`config.mk`:
```
export PLATFORM = sky130hd
export DESIGN_NAME = ps2_tx_multi
export DESIGN_NICKNAME = d
export VERILOG_FILES = /design/src/rtl/ps2_tx_multi.sv
export SDC_FILE = /design/constraint.sdc
export NUM_CORES = 1
export LEC_CHECK = 0
export CAP_MARGIN = 20
export CORE_MARGIN = 5
export CORE_UTILIZATION = 27
export DETAILED_ROUTE_END_ITERATION = 8
export PLACE_DENSITY = 0.38
export SETUP_SLACK_MARGIN = 0.5
export SLEW_MARGIN = 25
export SYNTH_ARGS = -nofsm -noshare
export SYNTH_HDL_FRONTEND = slang
export SYNTH_SLANG_ARGS = --single-unit
```
`constraint.sdc`:
```
create_clock -name clk_sys -period 6.8 [get_ports clk_sys]
set_input_delay 1.02 -clock clk_sys [delete_from_list [all_inputs] [get_ports clk_sys]]
set_output_delay 1.02 -clock clk_sys [all_outputs]
set_load 0.01 [all_outputs]
```
`src/rtl/ps2_tx_multi.sv`:
```
// ps2_tx_multi -- multi-channel PS/2 device-side byte transmitter.
//
// Each channel owns a byte FIFO and a frame FSM that shifts out 11-bit
// PS/2 frames (start 0, 8 data bits LSB first, odd parity, stop 1).
// All channels step on one shared tick derived from clk_sys.
//
// Optional feature: define PS2_TX_INHIBIT_EN to honour host inhibit
// (host pulling the clock line low aborts and later retries a frame).
//
// Ports:
//   clk_sys       system clock, rising edge
//   reset         synchronous active-high reset
//   wr_strobe     one-cycle byte write request
//   wr_chan       target channel (out-of-range values are ignored)
//   wr_data       byte to queue
//   ps2_clk_in    sensed clock line per channel (0 = held low by host)
//   ps2_clk_out   driven clock per channel (1 = released)
//   ps2_data_out  driven data per channel (1 = released)
//   fifo_full     FIFO holds 2^FIFO_BITS bytes
//   overflow      sticky: a write to a full FIFO was dropped
//   busy          frame in progress or waiting out an inhibit
module ps2_tx_multi #(
  parameter int CHANNELS  = 2,
  parameter int FIFO_BITS = 3,
  parameter int CLK_DIV   = 1000,
  localparam int CW       = (CHANNELS > 1) ? $clog2(CHANNELS) : 1
) (
  input  logic                clk_sys,
  input  logic                reset,
  input  logic                wr_strobe,
  input  logic [CW-1:0]       wr_chan,
  input  logic [7:0]          wr_data,
  input  logic [CHANNELS-1:0] ps2_clk_in,
  output logic [CHANNELS-1:0] ps2_clk_out,
  output logic [CHANNELS-1:0] ps2_data_out,
  output logic [CHANNELS-1:0] fifo_full,
  output logic [CHANNELS-1:0] overflow,
  output logic [CHANNELS-1:0] busy
);

  localparam int DW    = $clog2(CLK_DIV);
  localparam int DEPTH = 2 ** FIFO_BITS;

  typedef enum logic [1:0] {S_IDLE, S_HIGH, S_LOW, S_INHIBIT} state_t;

  logic [DW-1:0] cnt;
  logic          tick;

  state_t        state_q [CHANNELS];
  state_t        state_d [CHANNELS];
  logic [10:0]   frame_q [CHANNELS];
  logic [10:0]   frame_d [CHANNELS];
  logic [3:0]    idx_q   [CHANNELS];
  logic [3:0]    idx_d   [CHANNELS];
  logic [3:0]    idx_n;

  logic [CHANNELS-1:0] clk_q, clk_d, dat_q, dat_d;
  logic [CHANNELS-1:0] pop, push, empty, full_w, inhib, ovf_q;

  logic [FIFO_BITS:0] wr_ptr [CHANNELS];
  logic [FIFO_BITS:0] rd_ptr [CHANNELS];
  logic [7:0]         mem    [CHANNELS][DEPTH];
  logic [7:0]         head   [CHANNELS];

  assign tick = (cnt == DW'(CLK_DIV - 1));

  // FIFO status; pointers carry one extra wrap bit to tell full from empty.
  always_comb begin
    empty  = '0;
    full_w = '0;
    push   = '0;
    for (int unsigned c = 0; c < CHANNELS; c++) begin
      head[c]   = mem[c][rd_ptr[c][FIFO_BITS-1:0]];
      empty[c]  = (wr_ptr[c] == rd_ptr[c]);
      full_w[c] = (wr_ptr[c][FIFO_BITS] != rd_ptr[c][FIFO_BITS]) &&
                  (wr_ptr[c][FIFO_BITS-1:0] == rd_ptr[c][FIFO_BITS-1:0]);
      // Fullness is judged before any same-cycle pop, so a write to a
      // full FIFO is always dropped.
      push[c]   = wr_strobe && (wr_chan == CW'(c)) && !full_w[c];
    end
  end

`ifdef PS2_TX_INHIBIT_EN
  assign inhib = ~ps2_clk_in & clk_q;
`else
  logic unused_clk_in;
  assign unused_clk_in = ^ps2_clk_in;
  assign inhib = '0;
`endif

  always_comb begin
    clk_d = clk_q;
    dat_d = dat_q;
    pop   = '0;
    idx_n = '0;
    for (int unsigned c = 0; c < CHANNELS; c++) begin
      state_d[c] = state_q[c];
      frame_d[c] = frame_q[c];
      idx_d[c]   = idx_q[c];
      idx_n      = idx_q[c] + 4'd1;
      case (state_q[c])
        S_IDLE: begin
          if (tick && !empty[c] && !inhib[c]) begin
            pop[c]     = 1'b1;
            frame_d[c] = {1'b1, ~^head[c], head[c], 1'b0};
            idx_d[c]   = '0;
            dat_d[c]   = 1'b0;
            state_d[c] = S_HIGH;
          end
        end
        S_HIGH: begin
          if (tick) begin
            if (inhib[c] && idx_q[c] != 4'd10) begin
              clk_d[c]   = 1'b1;
              dat_d[c]   = 1'b1;
              state_d[c] = S_INHIBIT;
            end else begin
              clk_d[c]   = 1'b0;
              state_d[c] = S_LOW;
            end
          end
        end
        S_LOW: begin
          if (tick) begin
            clk_d[c] = 1'b1;
            if (idx_q[c] == 4'd10) begin
              dat_d[c]   = 1'b1;
              state_d[c] = S_IDLE;
            end else begin
              idx_d[c]   = idx_n;
              dat_d[c]   = frame_q[c][idx_n];
              state_d[c] = S_HIGH;
            end
          end
        end
        S_INHIBIT: begin
`ifdef PS2_TX_INHIBIT_EN
          // The byte stays in frame_q, so the retry needs no FIFO access.
          if (tick && ps2_clk_in[c]) begin
            idx_d[c]   = '0;
            dat_d[c]   = frame_q[c][0];
            state_d[c] = S_HIGH;
          end
`else
          state_d[c] = S_IDLE;
`endif
        end
        default: state_d[c] = S_IDLE;
      endcase
    end
  end

  always_ff @(posedge clk_sys) begin
    if (reset) begin
      cnt   <= '0;
      clk_q <= '1;
      dat_q <= '1;
      ovf_q <= '0;
      for (int unsigned c = 0; c < CHANNELS; c++) begin
        state_q[c] <= S_IDLE;
        frame_q[c] <= '0;
        idx_q[c]   <= '0;
        wr_ptr[c]  <= '0;
        rd_ptr[c]  <= '0;
      end
    end else begin
      cnt   <= tick ? '0 : cnt + DW'(1);
      clk_q <= clk_d;
      dat_q <= dat_d;
      for (int unsigned c = 0; c < CHANNELS; c++) begin
        state_q[c] <= state_d[c];
        frame_q[c] <= frame_d[c];
        idx_q[c]   <= idx_d[c];
        if (push[c]) wr_ptr[c] <= wr_ptr[c] + 1'b1;
        if (pop[c])  rd_ptr[c] <= rd_ptr[c] + 1'b1;
        if (wr_strobe && (wr_chan == CW'(c)) && full_w[c]) ovf_q[c] <= 1'b1;
      end
    end
  end

  always_ff @(posedge clk_sys) begin
    for (int unsigned c = 0; c < CHANNELS; c++) begin
      if (push[c]) mem[c][wr_ptr[c][FIFO_BITS-1:0]] <= wr_data;
    end
  end

  always_comb begin
    busy = '0;
    for (int unsigned c = 0; c < CHANNELS; c++) begin
      busy[c] = (state_q[c] != S_IDLE);
    end
  end

  assign ps2_clk_out  = clk_q;
  assign ps2_data_out = dat_q;
  assign fifo_full    = full_w;
  assign overflow     = ovf_q;

endmodule

```
==> results of run 1 <==
## worst reg2reg max path: stages (launching register included)
cell and delay, ns:
edfxtp_1 0.97, xnor2_1 0.21, nand3_1 0.13, nor2_1 0.13, nor3b_1 0.69, nand2_1 0.25
nor2_1 0.71
## path summary, 6_finish.rpt
kind	start	end	slack, ns	depth (start not counted)
hold / removal	cnt[0]	cnt[0]	0.45	1
setup / recovery	rd_ptr[0][2]	fifo_full[0]	3.02	4
setup reg to reg	rd_ptr[0][2]	mem[0][2]	3.34	6
hold reg to reg	cnt[0]	cnt[0]	0.45	1
## metal layers
metal	GRT usage	up-vias
li1	-	2193
met1	0.145	2244
met2	0.170	63
met3	0.0220	11
met4	0.0291	0
met5	0	-
## layout by cell type, fill, tap and decap left out, drive strengths merged, types with 8 or more instances in the layout
master and count:
nor2 76, a21oi 19, buf 9, ha 9, nand2b 14, nor3 10, mux4 34, clkdlybuf4s50 20
inv 18, edfxtp 144, nand3 14, xnor2 31, xor2 11, o21ai 10, nand2 39, mux2i 16
a31oi 8, dfxtp 48, mux2 8, clkbuf 18
## stage by stage
stage / setup WS [ns] / instances / hold WS [ns]
after floorplan: 4.32 / 580 / 0.418
after global placement: 3.21 / 976 / 0.430
after detailed placement: 3.21 / 976 / 0.439
after CTS: 2.88 / 1008 / 0.455
after global routing: 2.78 / 1008 / 0.472
final: 3.02 / 1008 / 0.448
## power groups by stage
| stage | logic [mW] | clock network (mW) | registers [mW] |
|---|---|---|---|
| 2_1_floorplan | 0.113 | 0 | 1.31 |
| 5_1_grt | 0.165 | 1.02 | 1.31 |
| 3_3_place_gp | 0.149 | 0 | 1.33 |
| 3_5_place_dp | 0.151 | 0 | 1.33 |
| 6_report | 0.148 | 0.940 | 1.30 |
| 4_1_cts | 0.152 | 0.973 | 1.30 |
## area by class of cell
type | count | area, um^2 | share of cell area
flip-flops and latches | 192 | 5290 | 0.561
multi-input cells | 348 | 2770 | 0.295
well taps | 396 | 495 | 0.0526
clock buffers | 18 | 429 | 0.0456
repair buffers | 29 | 265 | 0.0282
clock inverters | 14 | 124 | 0.0132
inverters | 11 | 41.3 | 0.00439
## state kept, by name, indices dropped and copies added (netlist names)
register      flops
ps2_data_out      2
rd_ptr            8
overflow          2
mem             128
cnt              10
ps2_clk_out       2
frame_q          20
wr_ptr            8
idx_q             8
state_q           4
## cell families after synthesis
| logic type | share of synthesized area |
|---|---|
| buf+inv | 0.0256 |
| flops | 0.640 |
| mux | 0.129 |
| simple gates | 0.108 |
| xor+xnor | 0.0445 |
| fa+ha+maj | 0.0136 |
| compound gates | 0.0400 |
==> flow_summary.ini, run 1 <==
[run]
cap_violations = 0

[pwr]
p_leak_nw = 3.05
p_per_area_nw_per_um2 = 254
peakVddDrop_v = 0.000152
p_total_mw = 2.39
intPower_mw = 1.83
power_switching_mw = 0.561
seqPwrFrac = 0.545
clockPowerShare = 0.393
comb_power_share = 0.062
switching_share = 0.235

[place]
io_buffers = 21
place_hpwl_um = 11500
place_congestion = 0.702
place_area_um2 = 8850

[finish]
design_area_um2 = 9410
final_util = 0.309
antenna-diode-count = 0
final_nets = 622
drive_above_1_share = 0.132
fillers = 3025
area_growth_syn_to_layout_pct = 14.0

[drt]
vias_per_cell = 4.48
dr_wl_met3_um = 515
wl_met1_um = 8390
first_iter_violations = 251
routed-wl-met2_um = 8110
wirelength_um = 17200
dr.max_layer_used = met4
wire_per_inst_um = 17.1
drcViolationCount = 0
drtAntennaViolNets = 0
dr.pass1.iters = 4
num_vias = 4511

[clocking]
postCtsSetupBuffers = 0
clock_tree.htree_level_count = 4
numCtsBuffers = 17
cts_max_path_buffers = 2
cts_hold_buf = 0
cts_tree = done
cts.sinks = 192
clk_pin_slew_ns = 0.07
root_buffer = clkbuf_16
cts_resized = 0
clk_latency_ns = 0.42

[setup_path]
cp-end-kind = output port
path_class = register to output port
crit_path_top_delay_cell = edfxtp_1
required_ns = 5.78
slowest_delay_ns = 0.97
crit_chain = xnor2_1 -> nand3_1 -> nor2_1 -> clkdlybuf4s50_1
worstSetupStartpointType = register
critPathTopFamily = flip-flops
critPathMaxFanout = 19
worstPathArrival_ns = 2.76
crit_buf_inv = 1

[timing]
slew_violations = 0
slew_headroom = 0.354
finalCritPeriodShare = 0.556
setup_viol = 0
grt_setup_unrepaired = false
hold_violations = 0
final.setup.tns_ns = 0
max_freq_ghz = 0.265
skew_ns = 0.0106
worst_pin_slew_ns = 0.969
min_period_ns = 3.78

[hold_path]
hold_class = register to register

[synth]
syn_avg_cell_area_um2 = 14.2
synth-async-reset-ratio = 0
synth.area.top_cells = edfxtp_1 52%, dfxtp_1 12%, mux4_2 6.0%
yosysWarnings = 0
synth.distinct_cells = 47
synth_common_cells = 144 x edfxtp_1, 76 x nor2_1, 48 x dfxtp_1
netlist_area_um2 = 8260
yosysTopAreaCellShare = 0.523
synth_edf_count = 144
synth_area_leader_cell = edfxtp_1
ys_seq_area_frac = 0.640
synthCells = 580
synthesis.nets = 603
synth.most_common_cell = edfxtp_1
synth-seq-cells = 192
synth_flop_cell = edfxtp_1

[die]
die_h_um = 185
fp.dieArea_um2 = 34200
pin_count = 24
initial_core_util = 0.271
core_um2 = 30400
chipWidth_um = 185
placementRows = 64

[global_route]
grt_max_degree = 50
grt_pass1_wl_um = 27100
grt_usage = 0.105
antenna_found_initial = 0
grt_pass1_vias = 4674
overflow = 0

[status]
status = finished clean
Power figures use the tool's default switching activity.
==> run 2, diff against run 1 <==
==> constraint.sdc (replaced) <==
create_clock -name clk_sys -period 3.89 [get_ports clk_sys]
set_input_delay 0.5835 -clock clk_sys [delete_from_list [all_inputs] [get_ports clk_sys]]
set_output_delay 0.5835 -clock clk_sys [all_outputs]
set_load 0.01 [all_outputs]
==> run 2 against run 1 <==
Against the previous run: sequential share of layout area decreased by 0.76 points; clock skew increased by 0.0056 ns; highest routed layer unchanged; clock power increased by 80%; via count increased by 2.1%; largest cell class unchanged; non-clock buffer count increased by 16; worst hold slack improved by 0.0059 ns; critical endpoint is now fifo_full[1].
==> flow_summary.ini, run 2 (synthesized netlist as in run 1, its figures left out) <==
[drt]
routed-wl-met2_um = 8130
dr_wl_met3_um = 475
wire_per_inst_um = 17.0
dr.pass1.iters = 6
wirelength_um = 17400
wl_met1_um = 8640
first_iter_violations = 279
drcViolationCount = 0
drtAntennaViolNets = 0
vias_per_cell = 4.50
dr.max_layer_used = met4
num_vias = 4607

[status]
status = finished clean

[timing]
finalCritPeriodShare = 0.759
setup_viol = 0
worst_slack_ns = 0.938
hold_violations = 0
worst_pin_slew_ns = 0.765
slew_headroom = 0.489
final.setup.tns_ns = 0
max_freq_ghz = 0.339
grt_setup_unrepaired = false
min_period_ns = 2.95
skew_ns = 0.0162
whs_ns = 0.453
slew_violations = 0

[finish]
drive_above_1_share = 0.154
antenna-diode-count = 0
final_nets = 638
design_area_um2 = 9540
largest_register_ffs = 128
layout_common_cells = 144 x edfxtp_1, 76 x nor2_1, 48 x dfxtp_1
final_util = 0.314
final_common_cell = edfxtp_1
finalNonFillerCells = 1024
area_growth_syn_to_layout_pct = 15.5

[setup_path]
slowest_delay_ns = 0.64
path_class = register to output port
cp-end-kind = output port
critPathMaxFanout = 11
worstPathArrival_ns = 2.37
cp-startpoint = rd_ptr[0][5]
reg2reg_setup_slack_ns = 1.21
cp_num_cells = 4
required_ns = 3.31
critPathTopFamily = flip-flops
crit_buf_inv = 1
reg2reg_depth = 7
r2r_start = rd_ptr[0][0]
reg2reg_to = frame_q[0][9]
crit_chain = xnor2_1 -> nand3_1 -> nor2_1 -> clkdlybuf4s50_1
crit_path_top_delay_cell = edfxtp_1
worstSetupStartpointType = register
crit_path_end = fifo_full[1]

[pwr]
clockPowerShare = 0.399
seqPwrFrac = 0.536
peakVddDrop_v = 0.000276
p_total_mw = 4.23
comb_power_share = 0.065
power_switching_mw = 1.01
intPower_mw = 3.22
p_per_area_nw_per_um2 = 443
p_leak_nw = 3.15
switching_share = 0.239

[clocking]
postCtsSetupBuffers = 0
cts_max_path_buffers = 2
clock_tree.htree_level_count = 4
cts_hold_buf = 0
clk_pin_slew_ns = 0.07
numCtsBuffers = 17
cts_resized = 0
cts_tree = done
root_buffer = clkbuf_16
cts.sinks = 192
clk_latency_ns = 0.43

[global_route]
antenna_found_initial = 0
grt_pass1_vias = 4598
grt_max_degree = 28
overflow = 0
grt_usage = 0.106
grt_pass1_wl_um = 27200

[die]
pin_count = 24
chipWidth_um = 185
fp.dieArea_um2 = 34200
core_um2 = 30400
placementRows = 64
die_h_um = 185
initial_core_util = 0.271

[place]
place_area_um2 = 8970
place_congestion = 0.702
place_hpwl_um = 11600
io_buffers = 21
dp_cells = 992
post-place-ws_ns = 1.14

[hold_path]
hold_class = register to register

[run]
cap_violations = 0
[run 2: cell count changes in the layout (fill, tap and decap cells not counted), sizes merged]
cell,change
buf,+16
inv,+2
clkinvlp,-2
[run 2: cell type report]
class,instances,area (um^2)
multi-input cells,348,2760
well taps,396,495
repair buffers,45,385
fillers,3011,20900
flip-flops and latches,192,5290
inverters,11,41.3
clock buffers,18,429
clock inverters,14,141
[run 2: how the worst min path moves through the flow]
stage                              start  depth (start not counted)              to
after floorplan                   cnt[0]                          1          cnt[0]
after global placement            cnt[0]                          1          cnt[0]
after detailed placement  frame_q[0][15]                          2  frame_q[0][15]
after CTS                 frame_q[0][15]                          2  frame_q[0][15]
after global routing              cnt[0]                          1          cnt[0]
final                     frame_q[0][15]                          2  frame_q[0][15]
[run 2: layer usage]
metal	track usage	vias up
li1	-	2226
met2	0.166	53
met3	0.0253	9
met5	0	-
met1	0.147	2319
met4	0.0299	0
[run 2: power groups by stage]
stage	Combinational, mW	Clock (mW)	Sequential [mW]
final	0.275	1.69	2.27
after global routing	0.302	1.84	2.27
after CTS	0.282	1.75	2.27
after detailed placement	0.281	0	2.32
after global placement	0.277	0	2.31
after floorplan	0.198	0	2.30
[run 2: worst min-delay path: stages (launching register included)]
cell and delay, ns:
dfxtp_1 0.31, nand2_1 0.05, a21oi_1 0.05
